==> src/rtl/booth_encoder.sv <==
`default_nettype none
// ============================================================================
// Module      : booth_encoder
// Description : Radix-8 Booth partial-product generator for unsigned operands.
//               The multiplier is recoded into NUM_TERMS signed digits in
//               {-4..+4}. Each digit selects a multiple of the multiplicand,
//               which is negated in the same cycle when the digit is negative.
//               All partial products are registered side by side on one bus.
//               No summation is done here; a reduction tree consumes result.
// Revision    : 1.0 - initial release
// ----------------------------------------------------------------------------
// Ports
//   clk          in  1                 rising-edge clock
//   rst          in  1                 synchronous active-high reset
//   multiplicand in  DATA_WIDTH        unsigned operand A
//   multiplier   in  DATA_WIDTH        unsigned operand B (Booth-recoded)
//   result       out CAPACITY_RESULT   {pp[NUM_TERMS-1], ..., pp[1], pp[0]},
//                                      each pp PP_WIDTH bits, two's complement
// ============================================================================
module booth_encoder #(
    parameter int DATA_WIDTH = 6
) (
    input  logic                                                 clk,
    input  logic                                                 rst,
    input  logic [DATA_WIDTH-1:0]                                multiplicand,
    input  logic [DATA_WIDTH-1:0]                                multiplier,
    output logic [(2*DATA_WIDTH-1)*(DATA_WIDTH/3+1)-1:0]         result
);

    localparam int NUM_TERMS       = DATA_WIDTH / 3 + 1;
    localparam int PP_WIDTH        = 2 * DATA_WIDTH - 1;
    localparam int CAPACITY_RESULT = PP_WIDTH * NUM_TERMS;
    // Extended multiplier: 3*NUM_TERMS data bits plus the implicit b[-1] at bit 0.
    localparam int EXT_WIDTH       = 3 * NUM_TERMS + 1;
    localparam int PAD_B           = 3 * NUM_TERMS - DATA_WIDTH;
    localparam int PAD_A           = PP_WIDTH - DATA_WIDTH;

    localparam logic [PP_WIDTH-1:0] c_pp_one  = PP_WIDTH'(1);
    localparam logic [PP_WIDTH-1:0] c_pp_zero = '0;

    // Combinational partial products, one per Booth digit.
    logic [PP_WIDTH-1:0]        ir_result [NUM_TERMS];

    logic [EXT_WIDTH-1:0]       w_b_ext;
    logic [PP_WIDTH-1:0]        w_a1;
    logic [PP_WIDTH-1:0]        w_a2;
    logic [PP_WIDTH-1:0]        w_a3;
    logic [PP_WIDTH-1:0]        w_a4;
    logic [CAPACITY_RESULT-1:0] w_concat;

    // Bit k+1 of w_b_ext is b[k]; bit 0 is b[-1] = 0.
    assign w_b_ext = {{PAD_B{1'b0}}, multiplier, 1'b0};

    // Shared multiples. 3A is the only one needing an adder and is built once.
    assign w_a1 = {{PAD_A{1'b0}}, multiplicand};
    assign w_a2 = w_a1 << 1;
    assign w_a4 = w_a1 << 2;
    assign w_a3 = w_a1 + w_a2;

    generate
        for (genvar gi = 0; gi < NUM_TERMS; gi++) begin : g_terms
            logic [3:0]          w_win;
            logic [PP_WIDTH-1:0] w_mag;
            logic                w_neg;

            // Window {b[3i+2], b[3i+1], b[3i], b[3i-1]}.
            assign w_win = w_b_ext[3*gi+3 -: 4];

            always_comb begin
                w_mag = c_pp_zero;
                w_neg = 1'b0;
                case (w_win)
                    4'b0000: begin w_mag = c_pp_zero; w_neg = 1'b0; end
                    4'b0001: begin w_mag = w_a1;      w_neg = 1'b0; end
                    4'b0010: begin w_mag = w_a1;      w_neg = 1'b0; end
                    4'b0011: begin w_mag = w_a2;      w_neg = 1'b0; end
                    4'b0100: begin w_mag = w_a2;      w_neg = 1'b0; end
                    4'b0101: begin w_mag = w_a3;      w_neg = 1'b0; end
                    4'b0110: begin w_mag = w_a3;      w_neg = 1'b0; end
                    4'b0111: begin w_mag = w_a4;      w_neg = 1'b0; end
                    4'b1000: begin w_mag = w_a4;      w_neg = 1'b1; end
                    4'b1001: begin w_mag = w_a3;      w_neg = 1'b1; end
                    4'b1010: begin w_mag = w_a3;      w_neg = 1'b1; end
                    4'b1011: begin w_mag = w_a2;      w_neg = 1'b1; end
                    4'b1100: begin w_mag = w_a2;      w_neg = 1'b1; end
                    4'b1101: begin w_mag = w_a1;      w_neg = 1'b1; end
                    4'b1110: begin w_mag = w_a1;      w_neg = 1'b1; end
                    default: begin w_mag = c_pp_zero; w_neg = 1'b0; end
                endcase
            end

            // Full negation (invert + 1) in-cycle; a zero magnitude stays zero.
            assign ir_result[gi] = w_neg ? (~w_mag + c_pp_one) : w_mag;
            assign w_concat[PP_WIDTH*gi +: PP_WIDTH] = ir_result[gi];
        end
    endgenerate

    always_ff @(posedge clk) begin
        if (rst) begin
            result <= '0;
        end else begin
            result <= w_concat;
        end
    end

endmodule
`default_nettype wire

==> config.mk <==
export PLATFORM = sky130hd
export DESIGN_NAME = booth_encoder
export DESIGN_NICKNAME = d
export VERILOG_FILES = /design/src/rtl/booth_encoder.sv
export SDC_FILE = /design/constraint.sdc
export NUM_CORES = 1
export LEC_CHECK = 0
export BUFFER_PORTS_ARGS = -buffer_cell sky130_fd_sc_hd__buf_2
export CORE_UTILIZATION = 40
export DETAILED_ROUTE_END_ITERATION = 8
export PLACE_DENSITY = 0.65
export SLEW_MARGIN = 25
export SYNTH_ARGS = -nofsm -noshare
export SYNTH_HDL_FRONTEND = slang
export SYNTH_SLANG_ARGS = --single-unit
==> constraint.sdc <==
create_clock -name clk -period 2.81 [get_ports clk]
set_clock_uncertainty 0.15 [all_clocks]
set_input_delay 0.562 -clock clk [delete_from_list [all_inputs] [get_ports clk]]
set_output_delay 0.562 -clock clk [all_outputs]
set_load 0.005 [all_outputs]
* Word-level counts from Yosys, hierarchy flattened
Index checks and enable logic that the tools add are counted.
** Word-level totals
- Input port bits :: 14
- Latch bits :: 0
- Bits in writable memories :: 0
- Bits in read-only memories :: 0
- Register bits :: 33
- Output and inout port bits :: 33
- Word-level logic and storage cells :: 45
- Memories :: 0
** Cells by class
- Equality and inequality tests :: 21
- Div/mod/pow operators :: 0
- Shift-type cells :: 0
- Bitwise gates (word level) :: 3
- $add $sub $neg :: 3
- Reductions and logical operators :: 10
- $lt $le $gt $ge :: 0
- Multiply operators :: 0
- Multiplexer cells :: 6
** Operator list (number)
- $pmux 8 s4 :: 2
- $eq 4x4->1 const B :: 7
- $add 11x1->11 const B :: 2
- $mux 11 :: 2
- $not 11->11 :: 2
- $eq 4x3->1 const B :: 4
- $reduce_or 4->1 :: 4
- $eq 3x3->1 const B :: 4
- $reduce_or 2->1 :: 5
- $add 6x7->8 :: 1
- $eq 4x2->1 const B :: 2
- $reduce_or 7->1 :: 1
- $eq 3x2->1 const B :: 2
- $eq 4x1->1 const B :: 1
- $eq 3x1->1 const B :: 1
- $mux 1 :: 2
- $not 1->1 :: 1

* Logic depth before layout (Yosys ltp)
Gate-level depths: netlist (run 1).
- Word-level depth :: 6
- Depth in mapped cells :: 10
- Mapped depth without buffers :: 9

* Worst setup path before layout (run 1)
OpenSTA, ideal clock, no wires.
- Kind :: input to register
- Start point :: input multiplicand[0]
- End point :: register result[17]
- Library setup time :: 0.121 ns
- Data arrival time :: 2.673 ns
- Required time :: 2.539 ns
- Slack :: -0.133 ns
- Stages on the path :: 8
- Path buffers :: 0
- Path through :: ha_1 fa_1 xnor2_1 nor3_1 a2111oi_2 nand3_1 o311ai_1 mux2_2
** On the way
- Longest elaborated chain between the ends :: 5
** RTL lines
- from (decl) :: line 25 : input logic [DATA_WIDTH-1:0] multiplicand,
- $add 6x7->8 :: line 58 : assign w_a3 = w_a1 + w_a2;
- $pmux 8 s4 * :: line 72 : case (w_win)
- $not 11->11 :: line 93 : assign ir_result[gi] = w_neg ? (~w_mag + c_pp_one) : w_mag;
- $add 11x1->11 :: line 93
- $mux 11 * :: line 93
- to (signal assigned) :: line 102 : result <= w_concat;
- to (decl) :: line 27 : output logic [(2*DATA_WIDTH-1)*(DATA_WIDTH/3+1)-1:0] result
Mark *: on every way between the ends. The rest lies on a longest branch, timed or not.
A chain may end at the register's enable or synchronous reset.

* Worst setup path in the final report (run 1)
- Start point :: input multiplicand[1]
- End point :: register result[17]
Same word-level chain as after synthesis.

==> impl_metrics.tcl, run 1 <==
set metrics [dict create \
    setup_viol 0 \
    core_mm2 0.00485 \
    path_max_fanout 4 \
    synth_mux_area_share_pct 5.19 \
    h-tree-depth 1 \
    grt_usage_pct 19.5 \
    hp-start "multiplicand[3]" \
    slew_violations 0 \
    hold_path_end "result[25]" \
    viasPerCell 5.24 \
    largest_register_ffs 28 \
    antenna_found_initial 0 \
    avgSynthCellArea_um2 8.13 \
    final_nets 347 \
    synthFlopType "dfxtp_1" \
    grt.busiest_layer "met2" \
    grt_use_met1_pct 25.6 \
    syn2layout_area_growth_pct 29.7 \
    cts_root_buffer "clkbuf_8" \
    synthSimpleGateAreaFrac_pct 23.1 \
    max_freq_mhz 369 \
    die_h_um 74.0 \
    die_w_um 74.0 \
    yosysSeqAreaShare_pct 27.0 \
    synth-xor-area-share_pct 6.64 \
    place_worst_setup_slack_ps -179 \
    synthCells 255 \
    drive_above_1_share_pct 31.6 \
    grt_use_met3_pct 2.30 \
    portBuffers 41 \
    grt-ovfl-total 0 \
    diodes 0 \
    synth_common_cells "28 x dfxtp_1, 25 x nor2_1, 15 x nand2_1" \
    setup_slack_ps 97.2 \
    grt_use_met2_pct 34.4 \
    holdBufCountCts 0 \
    min_path_type "in -> reg" \
    synthAdderAreaFrac_pct 5.79 \
    grt_pass1_wl_um 8380 \
    vias 2042 \
    grt_pass1_vias 1831 \
    ys_ff_latch 28 \
    fill_cells 459 \
    synth_edf_count 0 \
    synth_top_family_by_area "compound AO/OA/AOI/OAI gates" \
    stdcell_area_mm2 0.00269 \
    synth_compound_area_share_pct 23.7 \
    drv_cap 0 \
    crit_required_ps 2830 \
    startpoint_type "primary input" \
    final_hold_viol_count 0 \
    powerDensity_mw_per_mm2 458 \
    endpoint_kind "flop" \
    synth.distinct_cells 63 \
    totalWireLength_um 5110 \
    clk_pin_slew_ps 100 \
    clockBufferDepth 2 \
    top_regs "result: 28 flops" \
    p_leak_nw 1.24 \
    cp.arrival_ps 2740 \
    wl_per_cell_um 13.1 \
    drt-initial-drc-count 98 \
    worst_hold_path.num_cells 2 \
    postRouteAntennaNets 0 \
    gp_congestion 0.897 \
    top_register "result" \
    yosysMostFrequentCell "dfxtp_1" \
    hold-worst-slack_ps 403 \
    finalPower_mw 1.23 \
    period_minus_slack_ps 2710 \
    initial_core_util_pct 42.8 \
    critical_path_class "in -> reg" \
    placed_area_mm2 0.00256 \
    synthArstFlopShare_pct 0 \
    yosysWarnings 0 \
    num_rows 25 \
    io_pins 47 \
    post-route-drc-count 0 \
    grt_max_degree 28 \
    die_area_mm2 0.00548 \
    synth_top_area_cell "dfxtp_1" \
    cts_made_buffers 3 \
    finalCritPeriodShare_pct 96.5 \
    synth_top_area_share_pct 27.0 \
    ir_drop_mv 0.201 \
    hpwl_um 3930 \
    syn_area_mm2 0.00207 \
    synth_area_leaders "dfxtp_1 27%, ha_1 4.8%, nor2_1 4.5%" \
    first_pass_iters 7 \
    status "finished, final reports clean" \
    cts_tree "built" \
    cts_num_sinks 28 \
]
repair_timing:
action / CTS / global route
setup buffers: 0 / 2
resized for setup: 0 / 5
endpoints found under the setup margin: 0 / 2
where the power goes:
group | switching (mW) | internal, mW
registers | 0.00808 | 0.435
clock network | 0.125 | 0.191
logic | 0.239 | 0.233
area by class of cell:
| type | count | area (um^2) | area share [%] |
|---|---|---|---|
| well taps | 67 | 83.8 | 3.12 |
| flip-flops and latches | 28 | 561 | 20.8 |
| repair buffers | 84 | 541 | 20.1 |
| inverters | 10 | 37.5 | 1.40 |
| multi-input cells | 197 | 1400 | 51.9 |
| clock inverters | 1 | 30.0 | 1.12 |
| clock buffers | 3 | 41.3 | 1.54 |
worst max path at each step:
| stage | cells after the start | slack (ps) | from | endpoint |
|---|---|---|---|---|
| final | 9 | 100 | multiplicand[1] | result[17] |
| after global routing | 10 | -30 | multiplicand[1] | result[18] |
| after CTS | 10 | 100 | multiplicand[1] | result[18] |
| after detailed placement | 9 | -180 | multiplicand[1] | result[17] |
| after global placement | 9 | -80 | multiplicand[1] | result[17] |
| after floorplan | 8 | 20 | multiplicand[0] | result[17] |
layout by cell type, fill, tap and decap left out, types with 4 or more instances in the layout:
| cell | count |
|---|---|
| xnor2_1 | 4 |
| a2bb2oi_1 | 4 |
| mux2_2 | 5 |
| nand3_1 | 9 |
| conb_1 | 5 |
| a22oi_1 | 4 |
| inv_1 | 10 |
| xor2_1 | 7 |
| nand2_1 | 15 |
| and2_1 | 8 |
| buf_2 | 41 |
| nor2_1 | 25 |
| nor3_1 | 7 |
| nor2b_1 | 8 |
| dfxtp_1 | 28 |
| mux2i_1 | 4 |
| buf_4 | 42 |
| or3_1 | 4 |
| ha_1 | 7 |
| a21oi_1 | 13 |
| o21ai_0 | 6 |
metrics by stage:
| step | util [%] | cells | TNS, ps |
|---|---|---|---|
| after floorplan | - | 259 | 0 |
| after global placement | 52.9 | 384 | -237 |
| after detailed placement | 52.9 | 384 | -606 |
| after CTS | 54.4 | 388 | 0 |
| after global routing | 55.5 | 390 | -28.8 |
| final | 55.5 | 390 | 0 |
critical path, cell delays in order:
cell and delay (ps):
buf_2 130, ha_4 170, fa_2 420, xnor2_2 240
nor3_2 90, a2111oi_4 320, nand3_1 140, o311ai_1 300
mux2_2 360
logic make-up (layout without fill, tap and decap cells):
kind of cell,Yosys count,in the layout
AO/OA/AOI/OAI,66,66
XOR/XNOR,14,14
adder cells (fa/ha/maj),9,9
buffers and inverters,34,98
flip-flops,28,28
multiplexers,10,10
other,1,5
AND/OR/NAND/NOR,93,93
metal layers:
metal  up-vias  part of all wire (%)  wire length, um
met2        49                    49             2510
met4         0                  0.76               39
li1       1053                     -                -
met1       936                    46             2350
met5         -                     0                0
met3         4                   4.2              215
Power figures use the tool's default switching activity.
==> inputs of run 2 (changes only) <==
--- a/config.mk
+++ b/config.mk
@@ -9,6 +9,7 @@
 export CORE_UTILIZATION = 40
 export DETAILED_ROUTE_END_ITERATION = 8
 export PLACE_DENSITY = 0.65
+export RECOVER_POWER = 100
 export SLEW_MARGIN = 25
 export SYNTH_ARGS = -nofsm -noshare
 export SYNTH_HDL_FRONTEND = slang
==> impl_metrics.tcl, run 2 (same netlist as run 1, synthesis figures left out) <==
set metrics [dict create \
    path_max_fanout 4 \
    worst_hold_path.num_cells 2 \
    cts_tree "built" \
    die_w_um 74.0 \
    die_area_mm2 0.00548 \
    largest_register_ffs 28 \
    top_regs "result: 28 flops" \
    gp_congestion 0.897 \
    die_h_um 74.0 \
    finalCritPeriodShare_pct 96.4 \
    final_nets 347 \
    drv_cap 0 \
    timing.setup.tns_ps 0 \
    cts_root_buffer "clkbuf_8" \
    h-tree-depth 1 \
    placed_area_mm2 0.00256 \
    clockBufferDepth 2 \
    status "finished, final reports clean" \
    min_path_type "in -> reg" \
    final_hold_viol_count 0 \
    drt-initial-drc-count 119 \
    powerDensity_mw_per_mm2 459 \
    io_pins 47 \
    core_mm2 0.00485 \
    cp.arrival_ps 2730 \
    first_pass_iters 5 \
    top_register "result" \
    hp-start "multiplicand[3]" \
    startpoint_type "primary input" \
    grt_pass1_wl_um 8380 \
    grt_usage_pct 19.5 \
    portBuffers 41 \
    grt_max_degree 28 \
    layout_common_cells "41 x buf_4, 28 x dfxtp_1, 25 x nor2_1" \
    relSlewSlack_pct 28.4 \
    antenna_found_initial 0 \
    grt-ovfl-total 0 \
    cts_made_buffers 3 \
    postRouteAntennaNets 0 \
    syn2layout_area_growth_pct 28.6 \
    worst_pin_slew_ps 1070 \
    endpoint_kind "flop" \
    clk_pin_slew_ps 100 \
    num_rows 25 \
    setup_viol 0 \
    ir_drop_mv 0.202 \
    diodes 0 \
    cts_num_sinks 28 \
    vias 2047 \
    hpwl_um 3930 \
    max_freq_mhz 369 \
    wl_per_cell_um 13.2 \
    grt_pass1_vias 1831 \
    hold-worst-slack_ps 405 \
    p_leak_nw 1.17 \
    period_minus_slack_ps 2710 \
    totalWireLength_um 5140 \
    crit_start "multiplicand[1]" \
    crit_required_ps 2830 \
    critical_path_class "in -> reg" \
    initial_core_util_pct 42.8 \
    final_common_cell "buf_4" \
    stdcell_area_mm2 0.00267 \
    post-route-drc-count 0 \
    drive_above_1_share_pct 26.0 \
    slew_violations 0 \
    viasPerCell 5.25 \
]
-- run 2: cell count changes in the layout (fill, tap and decap cells not counted), sizes merged --
| cell | change |
|---|---|
| clkbuf | +19 |
| buf | -19 |
-- run 2: path summary, 6_finish.rpt --
| path | endpoint |
|---|---|
| setup / recovery | result[17] |
| hold / removal | result[25] |
-- run 2: power breakdown --
group	internal, mW	leakage, nW	switching, mW
Clock	0.191	0.0357	0.125
Combinational	0.225	0.906	0.239
Sequential	0.435	0.232	0.00910
-- run 2: worst max-delay path, stage by stage --
cell       delay (ps)
buf_2             130
ha_4              170
fa_2              420
xnor2_2           240
nor3_2             90
a2111oi_4         320
nand3_1           140
o311ai_1          300
mux2_2            360
-- run 2: stage by stage --
stage / total power, mW / cells / setup slack [ps] / util [%]
detailed placement: 0.903 / 384 / -179 / 52.9
floorplan: 0.725 / 259 / 18.7 / -
global placement: 0.898 / 384 / -79.3 / 52.9
global route: 1.31 / 390 / -29.4 / 55.0
CTS: 1.22 / 388 / 99.7 / 54.4
finish: 1.22 / 390 / 102 / 55.0
-- run 2: cell type report --
class / count / area [um^2]
Inverter: 10 / 37.5
Clock inverter: 1 / 30.0
Sequential cell: 28 / 561
Multi-Input combinational cell: 197 / 1400
Tap cell: 67 / 83.8
Timing Repair Buffer: 84 / 518
Clock buffer: 3 / 41.3
Fill cell: 473 / 2180
-- run 2: metal layers --
metal / global-route usage (%) / wire length [um] / vias up
li1: - / - / 1056
met1: 25.6 / 2310 / 927
met2: 34.4 / 2520 / 60
met3: 2.30 / 265 / 4
met4: 4.06 / 39 / 0
met5: 0 / 0 / -
-- run 2: what timing repair did --
action,CTS,global route
hold buffers,0,0
buffers inserted,0,2
resized for setup,0,5
endpoints found under the setup margin,0,2
